===== src/rtl/v_mul_seq.sv =====
// v_mul_seq: streams vmul.vv words from the VRF into v_mul and collects each product MUL_LAT cycles later; first wb_valid comes 3+MUL_LAT cycles after start.
// wb_ready stalls only throttle VRF reads through a FIFO credit, because v_mul cannot stall; tail byte enables come from V_MUL_SEQ_TAIL_BE_EN.
module v_mul_seq_fifo #(
  parameter int W     = 8,
  parameter int DEPTH = 4
) (
  input  logic                         clk,
  input  logic                         nrst,
  input  logic                         push,
  input  logic [W-1:0]                 push_dat,
  input  logic                         pop,
  output logic [W-1:0]                 head_dat,
  output logic [$clog2(DEPTH+1)-1:0]   count
);
  localparam int AW = (DEPTH > 1) ? $clog2(DEPTH) : 1;
  localparam int CW = $clog2(DEPTH + 1);

  logic [W-1:0]  r_mem [DEPTH];
  logic [AW-1:0] r_wp, r_rp;
  logic [CW-1:0] r_cnt;

  function automatic logic [AW-1:0] f_inc(input logic [AW-1:0] p);
    return (p == AW'(DEPTH - 1)) ? '0 : p + AW'(1);
  endfunction

  always_ff @(posedge clk or negedge nrst) begin
    if (!nrst) begin
      r_wp  <= '0;
      r_rp  <= '0;
      r_cnt <= '0;
    end else begin
      if (push) r_wp <= f_inc(r_wp);
      if (pop)  r_rp <= f_inc(r_rp);
      r_cnt <= r_cnt + CW'(push) - CW'(pop);
    end
  end

  always_ff @(posedge clk) begin
    if (push) r_mem[r_wp] <= push_dat;
  end

  assign head_dat = r_mem[r_rp];
  assign count    = r_cnt;
endmodule

module v_mul_seq #(
  parameter int MUL_LAT    = 4,
  parameter int VL_W       = 7,
  parameter int REG_AW     = 5,
  parameter int WIDX_W     = 4,
  parameter int FIFO_DEPTH = MUL_LAT + 2
) (
  input  logic              clk,
  input  logic              nrst,
  input  logic              start_valid,
  output logic              start_ready,
  input  logic [VL_W-1:0]   vl,
  input  logic [2:0]        sew,
  input  logic [REG_AW-1:0] vs1,
  input  logic [REG_AW-1:0] vs2,
  input  logic [REG_AW-1:0] vd,
  output logic              rd_en,
  output logic [REG_AW-1:0] rd_addr1,
  output logic [REG_AW-1:0] rd_addr2,
  output logic [WIDX_W-1:0] rd_widx,
  input  logic [31:0]       rd_data1,
  input  logic [31:0]       rd_data2,
  output logic [31:0]       mul_op_A,
  output logic [31:0]       mul_op_B,
  output logic [2:0]        mul_sew,
  output logic              mul_is_mul,
  input  logic [31:0]       mul_result,
  output logic              wb_valid,
  input  logic              wb_ready,
  output logic [REG_AW-1:0] wb_addr,
  output logic [WIDX_W-1:0] wb_widx,
  output logic [31:0]       wb_data,
  output logic [3:0]        wb_be,
  output logic              busy,
  output logic              done
);
  localparam int BW = VL_W + 3;
  localparam int NW = WIDX_W + 1;
  localparam int CW = $clog2(FIFO_DEPTH + 1);
  localparam int EW = 4 + WIDX_W + 32;
  localparam logic [BW-3:0] MAX_WORDS = (BW-2)'(2 ** WIDX_W);

  typedef enum logic [1:0] {S_IDLE, S_ISSUE, S_DRAIN} state_t;
  state_t r_state, w_state_nxt;

  logic [REG_AW-1:0] r_vs1, r_vs2, r_vd;
  logic [2:0]        r_sew;
  logic [NW-1:0]     r_nwords;
  logic [WIDX_W-1:0] r_widx;
  logic              r_rej_done;
  logic [MUL_LAT:0]  r_vld;
  logic [WIDX_W-1:0] r_pipe_idx [MUL_LAT+1];
  logic [3:0]        r_pipe_be  [MUL_LAT+1];
  logic [CW-1:0]     r_inflight;

  logic [BW-1:0]     w_bytes, w_bytes_rnd;
  logic [BW-3:0]     w_nwords_raw;
  logic              w_clamp, w_reject, w_start, w_issue_last;
  logic              w_pop, w_push, w_drain_done;
  logic [3:0]        w_issue_be;
  logic [CW:0]       w_used;
  logic [CW-1:0]     w_fifo_cnt;
  logic [EW-1:0]     w_head;

  assign w_bytes      = BW'(vl) << sew[1:0];
  assign w_bytes_rnd  = w_bytes + BW'(3);
  assign w_nwords_raw = w_bytes_rnd[BW-1:2];
  assign w_clamp      = w_nwords_raw > MAX_WORDS;
  assign w_reject     = (sew > 3'd2) || (w_nwords_raw == '0);
  assign start_ready  = (r_state == S_IDLE) && !r_rej_done;
  assign w_start      = start_valid && start_ready;

  // A word holds a FIFO slot from its read until it is popped; a same-cycle pop returns one slot.
  assign w_pop        = wb_valid && wb_ready;
  assign w_used       = (CW+1)'(r_inflight) + (CW+1)'(w_fifo_cnt) - (CW+1)'(w_pop);
  assign rd_en        = (r_state == S_ISSUE) && (w_used < (CW+1)'(FIFO_DEPTH));
  assign w_issue_last = ({1'b0, r_widx} == r_nwords - NW'(1));

`ifdef V_MUL_SEQ_TAIL_BE_EN
  logic [3:0] r_tail_be;
  always_ff @(posedge clk or negedge nrst) begin
    if (!nrst) begin
      r_tail_be <= '0;
    end else if (w_start) begin
      r_tail_be <= (w_clamp || (w_bytes[1:0] == 2'd0)) ? 4'hF : ((4'd1 << w_bytes[1:0]) - 4'd1);
    end
  end
  assign w_issue_be = w_issue_last ? r_tail_be : 4'hF;
`else
  assign w_issue_be = 4'hF;
`endif

  always_ff @(posedge clk or negedge nrst) begin
    if (!nrst) begin
      r_state    <= S_IDLE;
      r_vs1      <= '0;
      r_vs2      <= '0;
      r_vd       <= '0;
      r_sew      <= '0;
      r_nwords   <= '0;
      r_widx     <= '0;
      r_rej_done <= 1'b0;
      r_vld      <= '0;
      r_inflight <= '0;
    end else begin
      r_state    <= w_state_nxt;
      r_rej_done <= w_start && w_reject;
      if (w_start) begin
        r_vs1    <= vs1;
        r_vs2    <= vs2;
        r_vd     <= vd;
        r_sew    <= sew;
        r_nwords <= w_clamp ? NW'(MAX_WORDS) : NW'(w_nwords_raw);
        r_widx   <= '0;
      end else if (rd_en) begin
        r_widx   <= r_widx + WIDX_W'(1);
      end
      r_vld      <= {r_vld[MUL_LAT-1:0], rd_en};
      r_inflight <= r_inflight + CW'(rd_en) - CW'(w_push);
    end
  end

  always_ff @(posedge clk) begin
    r_pipe_idx[0] <= r_widx;
    r_pipe_be[0]  <= w_issue_be;
    for (int k = 1; k <= MUL_LAT; k++) begin
      r_pipe_idx[k] <= r_pipe_idx[k-1];
      r_pipe_be[k]  <= r_pipe_be[k-1];
    end
  end

  assign w_drain_done = (r_inflight == '0) && (w_fifo_cnt == '0);

  always_comb begin
    w_state_nxt = r_state;
    case (r_state)
      S_IDLE:  if (w_start && !w_reject)  w_state_nxt = S_ISSUE;
      S_ISSUE: if (rd_en && w_issue_last) w_state_nxt = S_DRAIN;
      S_DRAIN: if (w_drain_done)          w_state_nxt = S_IDLE;
      default:                            w_state_nxt = S_IDLE;
    endcase
  end

  assign w_push = r_vld[MUL_LAT];

  v_mul_seq_fifo #(.W(EW), .DEPTH(FIFO_DEPTH)) u_fifo (
    .clk      (clk),
    .nrst     (nrst),
    .push     (w_push),
    .push_dat ({r_pipe_be[MUL_LAT], r_pipe_idx[MUL_LAT], mul_result}),
    .pop      (w_pop),
    .head_dat (w_head),
    .count    (w_fifo_cnt)
  );

  assign wb_valid   = (w_fifo_cnt != '0);
  assign wb_addr    = r_vd;
  assign wb_data    = wb_valid ? w_head[31:0] : '0;
  assign wb_widx    = wb_valid ? w_head[WIDX_W+31:32] : '0;
  assign wb_be      = wb_valid ? w_head[EW-1:EW-4] : '0;
  assign rd_addr1   = r_vs1;
  assign rd_addr2   = r_vs2;
  assign rd_widx    = r_widx;
  assign mul_op_A   = r_vld[0] ? rd_data2 : '0;
  assign mul_op_B   = r_vld[0] ? rd_data1 : '0;
  assign mul_sew    = r_sew;
  assign busy       = (r_state != S_IDLE);
  assign mul_is_mul = busy;
  assign done       = r_rej_done || ((r_state == S_DRAIN) && w_drain_done);
endmodule

===== config.mk =====
export PLATFORM = sky130hd
export DESIGN_NAME = v_mul_seq
export DESIGN_NICKNAME = d
export VERILOG_FILES = /design/src/rtl/v_mul_seq.sv
export SDC_FILE = /design/constraint.sdc
export NUM_CORES = 1
export LEC_CHECK = 0
export ABC_CLOCK_PERIOD_IN_PS = 11600
export CAP_MARGIN = 20
export CELL_PAD_IN_SITES_DETAIL_PLACEMENT = 0
export CELL_PAD_IN_SITES_GLOBAL_PLACEMENT = 1
export CORE_ASPECT_RATIO = 0.7
export CORE_MARGIN = 4
export CORE_UTILIZATION = 45
export CTS_CLUSTER_DIAMETER = 30
export DETAILED_ROUTE_END_ITERATION = 10
export PLACE_DENSITY_LB_ADDON = 0.1
export SLEW_MARGIN = 30
export SYNTH_ARGS = -nofsm -noshare
export SYNTH_HDL_FRONTEND = slang
export SYNTH_SLANG_ARGS = --single-unit

===== constraint.sdc =====
create_clock -name clk -period 11.6 [get_ports clk]
set_input_delay 2.32 -clock clk [delete_from_list [all_inputs] [get_ports clk]]
set_output_delay 2.32 -clock clk [all_outputs]
set_load 0.005 [all_outputs]

==> flow_summary.json, run 1 <==
{
  "peakVddDrop_uv": 112,
  "slew_headroom": 0.406,
  "clock_path_buffers": 3,
  "arrival_ns": 5.14,
  "holdPathEnd": "r_pipe_idx[0][9]$_DFF_P_",
  "synth_seq_cells": 283,
  "ys.warnings.count": 0,
  "timing.fmax_mhz": 134,
  "fin_nets": 1146,
  "die_w_um": 200,
  "worstSkewPairLatency_ns": 0.53,
  "grt_start_max_net_pins": 76,
  "setup_viol": 0,
  "start_kind": "input pin",
  "yosysMostFrequentCell": "edfxtp_1",
  "dr_total_vias": 7043,
  "fin_tns_setup_ns": 0,
  "root_buffer": "clkbuf_16",
  "ant_nets": 0,
  "critPathMaxFanout": 8,
  "post_cts_resized": 0,
  "place_ws_ns": 4.10,
  "antenna_found_initial": 0,
  "synthTopCellsByCount": "216 x edfxtp_1, 64 x and2_1, 63 x nand2_1, 47 x dfrtp_1, 44 x nor2_1",
  "vias_per_cell": 5.15,
  "worst_setup_path_end_kind": "output pin",
  "syn_area_um2": 11600,
  "power_density_nw_per_um2": 205,
  "setup_ws_ns": 4.14,
  "drt-total-wl_mm": 27.2,
  "synth-main-ff-cell": "edfxtp_1",
  "ioPinCount": 257,
  "num_rows": 48,
  "grt_pass1_wl_mm": 42.6,
  "place.gp.congestion": 0.777,
  "required_ns": 9.28,
  "cts_made_buffers": 43,
  "dr.pass1.iters": 4,
  "track_usage": 0.191,
  "synth_cell_types": 58,
  "cts_tree": "built",
  "min_period_ns": 7.46,
  "avgRoutedWirePerCell_um": 19.9,
  "hold_ws_ns": 0.323,
  "ctsHoldBuffers": 0,
  "criticalPathCategory": "input pin to output pin",
  "synth_top_cell_area_share": 0.557,
  "hp-start": "r_pipe_idx[0][5]$_DFF_P_",
  "crit-reg2reg-capture": "r_inflight[1]$_DFF_PN0_",
  "cts_setup_buffers": 0,
  "yosysTopAreaCell": "edfxtp_1",
  "reg2reg_depth": 12,
  "slew_viol_final": 0,
  "regToRegSetupSlack_ns": 8.14,
  "yosysSeqAreaShare": 0.693,
  "syn_inst": 745,
  "skew_ns": 0.0237,
  "leakage_nw": 5.81,
  "drtIter0Drc": 323,
  "fin_util": 0.638,
  "fillers": 1825,
  "synth-edff-count": 216,
  "rsz0062_at_grt": "false",
  "timing.rr.start": "u_fifo.count[1]$_DFF_PN0_",
  "hold_class": "flop to flop",
  "finalHoldViolations": 0,
  "overflow": 0,
  "core_region_area_um2": 25000,
  "dieArea_um2": 28500,
  "tightest_slew_ns": 0.891,
  "hold_depth": 0,
  "htree_levels": 2,
  "dpl.cell_count": 1288,
  "diodes": 0,
  "grt_pass1_vias": 7365,
  "outcome": "complete, no violations",
  "fin_cells": 1368,
  "synth.area.top_cells": "edfxtp_1 56%, dfrtp_1 10%, mux4_2 7.5%",
  "drv_cap": 0,
  "synth.avg_cell_area_um2": 15.6,
  "area_delta_synth_final_pct": 37.4,
  "finalCritPeriodShare": 0.643,
  "synth_nets": 883,
  "portBuffers": 256,
  "die_y_um": 143,
  "cts.clk_slew.worst_paths_ns": 0.06,
  "dpl.hpwl_mm": 17.1,
  "ys_async_sr_fraction": 0.166,
  "initial_core_util": 0.465,
  "drive_above_1_share": 0.142,
  "cts_sinks": 283,
  "drcViolationCount": 0
}
==> metrics by stage <==
| step | total power, W | area (um^2) |
|---|---|---|
| final | 0.00328 | 16000 |
| after global routing | 0.00344 | 16000 |
| after CTS | 0.00332 | 16000 |
| after detailed placement | 0.00200 | 14500 |
| after global placement | 0.00200 | 14500 |
| after floorplan | 0.00161 | 11600 |
==> power by group <==
part	switching, W	internal, W
Sequential	0.0000764	0.00110
Clock	0.000485	0.000827
Combinational	0.000331	0.000459
==> cells by family after synthesis <==
family,synth area share
buffers and inverters,0.0298
adders and majority gates,0.0159
xor gates and xnor gates,0.0120
muxes,0.111
and+or+nand+nor,0.0903
DFF,0.693
AOI/OAI and AO/OA,0.0476
==> how the worst max path moves through the flow <==
stage             start    end  cells after the start
2_1_floorplan  wb_ready  rd_en                      9
3_3_place_gp   wb_ready  rd_en                     10
3_5_place_dp   wb_ready  rd_en                     10
4_1_cts        wb_ready  rd_en                     10
5_1_grt        wb_ready  rd_en                     10
6_report       wb_ready  rd_en                     10
==> layout by cell type (no fill, tap or decap), drive strengths merged, types with 5 or more instances in the layout <==
cell type,count
xor2,10
ha,10
dfrtp,47
nand2,63
nand3,9
clkbuf,46
a21o,6
clkinvlp,6
a21oi,6
nor2,45
inv,36
clkinv,10
buf,12
a211oi,38
dfxtp,20
and2,66
mux2i,37
clkdlybuf4s50,255
bufinv,5
o21ai,6
edfxtp,216
nor3,8
xnor2,6
mux4,40
==> registers in the layout (all words and copies together), names as in the netlist, 4 cells and up <==
signal and cells:
u_fifo.r_mem 216, r_pipe_idx 20, r_nwords 5, r_vld 5, rd_addr1 5, rd_addr2 5, wb_addr 5, rd_widx 4
==> area by class of cell <==
type | count | area, um^2 | share of cell area
clock buffer | 46 | 1110 | 0.0693
timing repair buffer | 267 | 2640 | 0.165
inverter | 23 | 86.3 | 0.00540
clock inverter | 34 | 402 | 0.0251
multi-input combinational | 390 | 3270 | 0.205
sequential | 283 | 8070 | 0.505
tap | 325 | 407 | 0.0254
==> worst max-delay path, stage by stage <==
cell	delay, ns
clkdlybuf4s50_1	0.44
and2_0	0.25
ha_1	0.24
inv_1	0.08
fa_1	0.40
xor2_1	0.15
a21oi_1	0.15
nand3_1	0.33
inv_1	0.22
clkdlybuf4s50_1	0.55
==> metal layers <==
layer,global-route usage,wire length [um]
met3,0.0481,1550
met2,0.318,13300
met4,0.0427,301
met5,0,0
met1,0.259,12100
Note: power is estimated with default switching activity, not from simulation.
==> run 2: changes to the inputs <==
--- a/config.mk
+++ b/config.mk
@@ -5,13 +5,13 @@
 export SDC_FILE = /design/constraint.sdc
 export NUM_CORES = 1
 export LEC_CHECK = 0
-export ABC_CLOCK_PERIOD_IN_PS = 11600
+export ABC_CLOCK_PERIOD_IN_PS = 6350
 export CAP_MARGIN = 20
 export CELL_PAD_IN_SITES_DETAIL_PLACEMENT = 0
 export CELL_PAD_IN_SITES_GLOBAL_PLACEMENT = 1
 export CORE_ASPECT_RATIO = 0.7
 export CORE_MARGIN = 4
-export CORE_UTILIZATION = 45
+export CORE_UTILIZATION = 38
 export CTS_CLUSTER_DIAMETER = 30
 export DETAILED_ROUTE_END_ITERATION = 10
 export PLACE_DENSITY_LB_ADDON = 0.1
==> constraint.sdc (replaced) <==
create_clock -name clk -period 6.35 [get_ports clk]
set_input_delay 1.27 -clock clk [delete_from_list [all_inputs] [get_ports clk]]
set_output_delay 1.27 -clock clk [all_outputs]
set_load 0.005 [all_outputs]
==> flow_summary.json, run 2 (synthesized netlist as in run 1, its figures left out) <==
{
  "cts_sinks": 283,
  "ant_nets": 0,
  "criticalPathCategory": "input pin to output pin",
  "cts.clk_slew.worst_paths_ns": 0.05,
  "cts_made_buffers": 46,
  "finalCritPeriodShare": 0.850,
  "min_period_ns": 5.40,
  "cts_tree": "built",
  "outcome": "complete, no violations",
  "slew_viol_final": 0,
  "finalHoldViolations": 0,
  "drtIter0Drc": 356,
  "area_delta_synth_final_pct": 39.1,
  "crit_cells": 10,
  "timing.rr.start": "u_fifo.count[1]$_DFF_PN0_",
  "ioPinCount": 257,
  "initial_core_util": 0.387,
  "leakage_nw": 5.84,
  "worst_setup_path_end_kind": "output pin",
  "clock_path_buffers": 3,
  "post_cts_resized": 0,
  "grt_pass1_wl_mm": 42.6,
  "path_delay_family": "buffers and inverters",
  "ctsHoldBuffers": 0,
  "slew_headroom": 0.410,
  "dr.pass1.iters": 5,
  "largest_reg_flops": 216,
  "grt_pass1_vias": 7435,
  "top_register": "u_fifo.r_mem",
  "track_usage": 0.162,
  "num_rows": 53,
  "timing.fmax_mhz": 185,
  "htree_levels": 2,
  "die_y_um": 154,
  "critPathMaxStageDelay_ns": 0.56,
  "hold_depth": 0,
  "power_density_nw_per_um2": 372,
  "drv_cap": 0,
  "crit_path_cell_trace": "clkdlybuf4s50_1, and2_0, ha_1, inv_1, fa_1, xor2_1, a21oi_1, nand3_1, inv_1, clkdlybuf4s50_1",
  "vias_per_cell": 4.83,
  "slowest_stage": "clkdlybuf4s50_1",
  "core_region_area_um2": 30100,
  "critPathMaxFanout": 8,
  "arrival_ns": 4.13,
  "fin_util": 0.538,
  "skew_ns": 0.0176,
  "layout_common_cells": "255 x clkdlybuf4s50_1, 216 x edfxtp_1, 64 x and2_1",
  "reg.largest.list": "u_fifo.r_mem x216, r_pipe_idx x20",
  "dpl.hpwl_mm": 17.2,
  "start_kind": "input pin",
  "tightest_slew_ns": 0.882,
  "antenna_found_initial": 2,
  "cts_setup_buffers": 0,
  "required_ns": 5.08,
  "fin_nets": 1154,
  "rsz0062_at_grt": "false",
  "place.gp.congestion": 0.733,
  "die_w_um": 217,
  "hold_class": "flop to flop",
  "peakVddDrop_uv": 195,
  "grt_start_max_net_pins": 66,
  "reg2reg_depth": 13,
  "p_total_w": 0.00601,
  "drcViolationCount": 0,
  "fin_tns_setup_ns": 0,
  "setup_viol": 0,
  "dr_total_vias": 7077,
  "diodes": 0,
  "worstSetupStartpoint": "wb_ready",
  "worstSkewPairLatency_ns": 0.53,
  "drive_above_1_share": 0.149,
  "root_buffer": "clkbuf_16",
  "portBuffers": 256,
  "critPathBufInv": 4,
  "final_common_cell": "clkdlybuf4s50_1",
  "overflow": 0,
  "drt-total-wl_mm": 27.2,
  "hp-start": "r_pipe_idx[0][14]$_DFF_P_",
  "avgRoutedWirePerCell_um": 18.6,
  "dieArea_um2": 33500
}
## run 2: changes by cell type in the layout (fill, tap and decap cells not counted), sizes merged
| cell | previous run | this run |
|---|---|---|
| buf | 12 | 17 |
| clkbuf | 46 | 54 |
| inv | 36 | 32 |
| clkinvlp | 6 | 10 |
| bufinv | 5 | 2 |
## run 2: per-stage QoR
| stage | hold WS (ns) | cell area (um^2) | instances | setup slack [ns] |
|---|---|---|---|---|
| after floorplan | 0.310 | 11600 | 745 | 1.56 |
| after global placement | 0.310 | 14600 | 1379 | 1.01 |
| after detailed placement | 0.313 | 14600 | 1379 | 0.887 |
| after CTS | 0.326 | 16200 | 1464 | 0.875 |
| after global routing | 0.330 | 16200 | 1465 | 0.678 |
| final | 0.323 | 16200 | 1465 | 0.954 |
## run 2: path summary, 6_finish.rpt
| kind | end | slack, ns |
|---|---|---|
| worst max-delay path | rd_en | 0.95 |
| worst min-delay path | r_pipe_idx[0][18]$_DFF_P_ | 0.32 |
| worst max register to register | r_inflight[2]$_DFF_PN0_ | 2.87 |
| worst min register to register | r_pipe_idx[0][18]$_DFF_P_ | 0.32 |
| max in group asynchronous | u_fifo.r_rp[0]$_DFFE_PN0P_ | 5.02 |
| min in group asynchronous | rd_addr2[2]$_DFFE_PN0P_ | 0.84 |
## run 2: worst reg2reg max path, delay by kind of cell (launching register included)
kind / cells / cell delay (ns)
and+or+nand+nor: 4 / 0.84
DFF: 1 / 0.44
xor gates and xnor gates: 2 / 0.29
adders and majority gates: 4 / 1.37
AOI/OAI and AO/OA: 1 / 0.09
buffers and inverters: 2 / 0.30
## run 2: power by group
part,leakage (nW),switching (W),internal [W]
Clock,0.728,0.000892,0.00151
Combinational,2.43,0.000584,0.000853
Sequential,2.68,0.000155,0.00202
Total,5.84,0.00163,0.00438
## run 2: area by class of cell
| type | instances | area, um^2 |
|---|---|---|
| tap | 412 | 515 |
| fill | 2542 | 13900 |
| clock inverter | 31 | 304 |
| timing repair buffer | 272 | 2690 |
| multi-input combinational | 390 | 3280 |
| sequential | 283 | 8070 |
| clock buffer | 54 | 1240 |
| inverter | 23 | 86.3 |
## run 2: per-layer routing
layer	wire, um	global-route usage	up-vias
li1	-	-	3329
met1	11800	0.215	3496
met2	13200	0.265	211
met3	1800	0.0471	37
met4	382	0.0372	4
met5	34	0	-
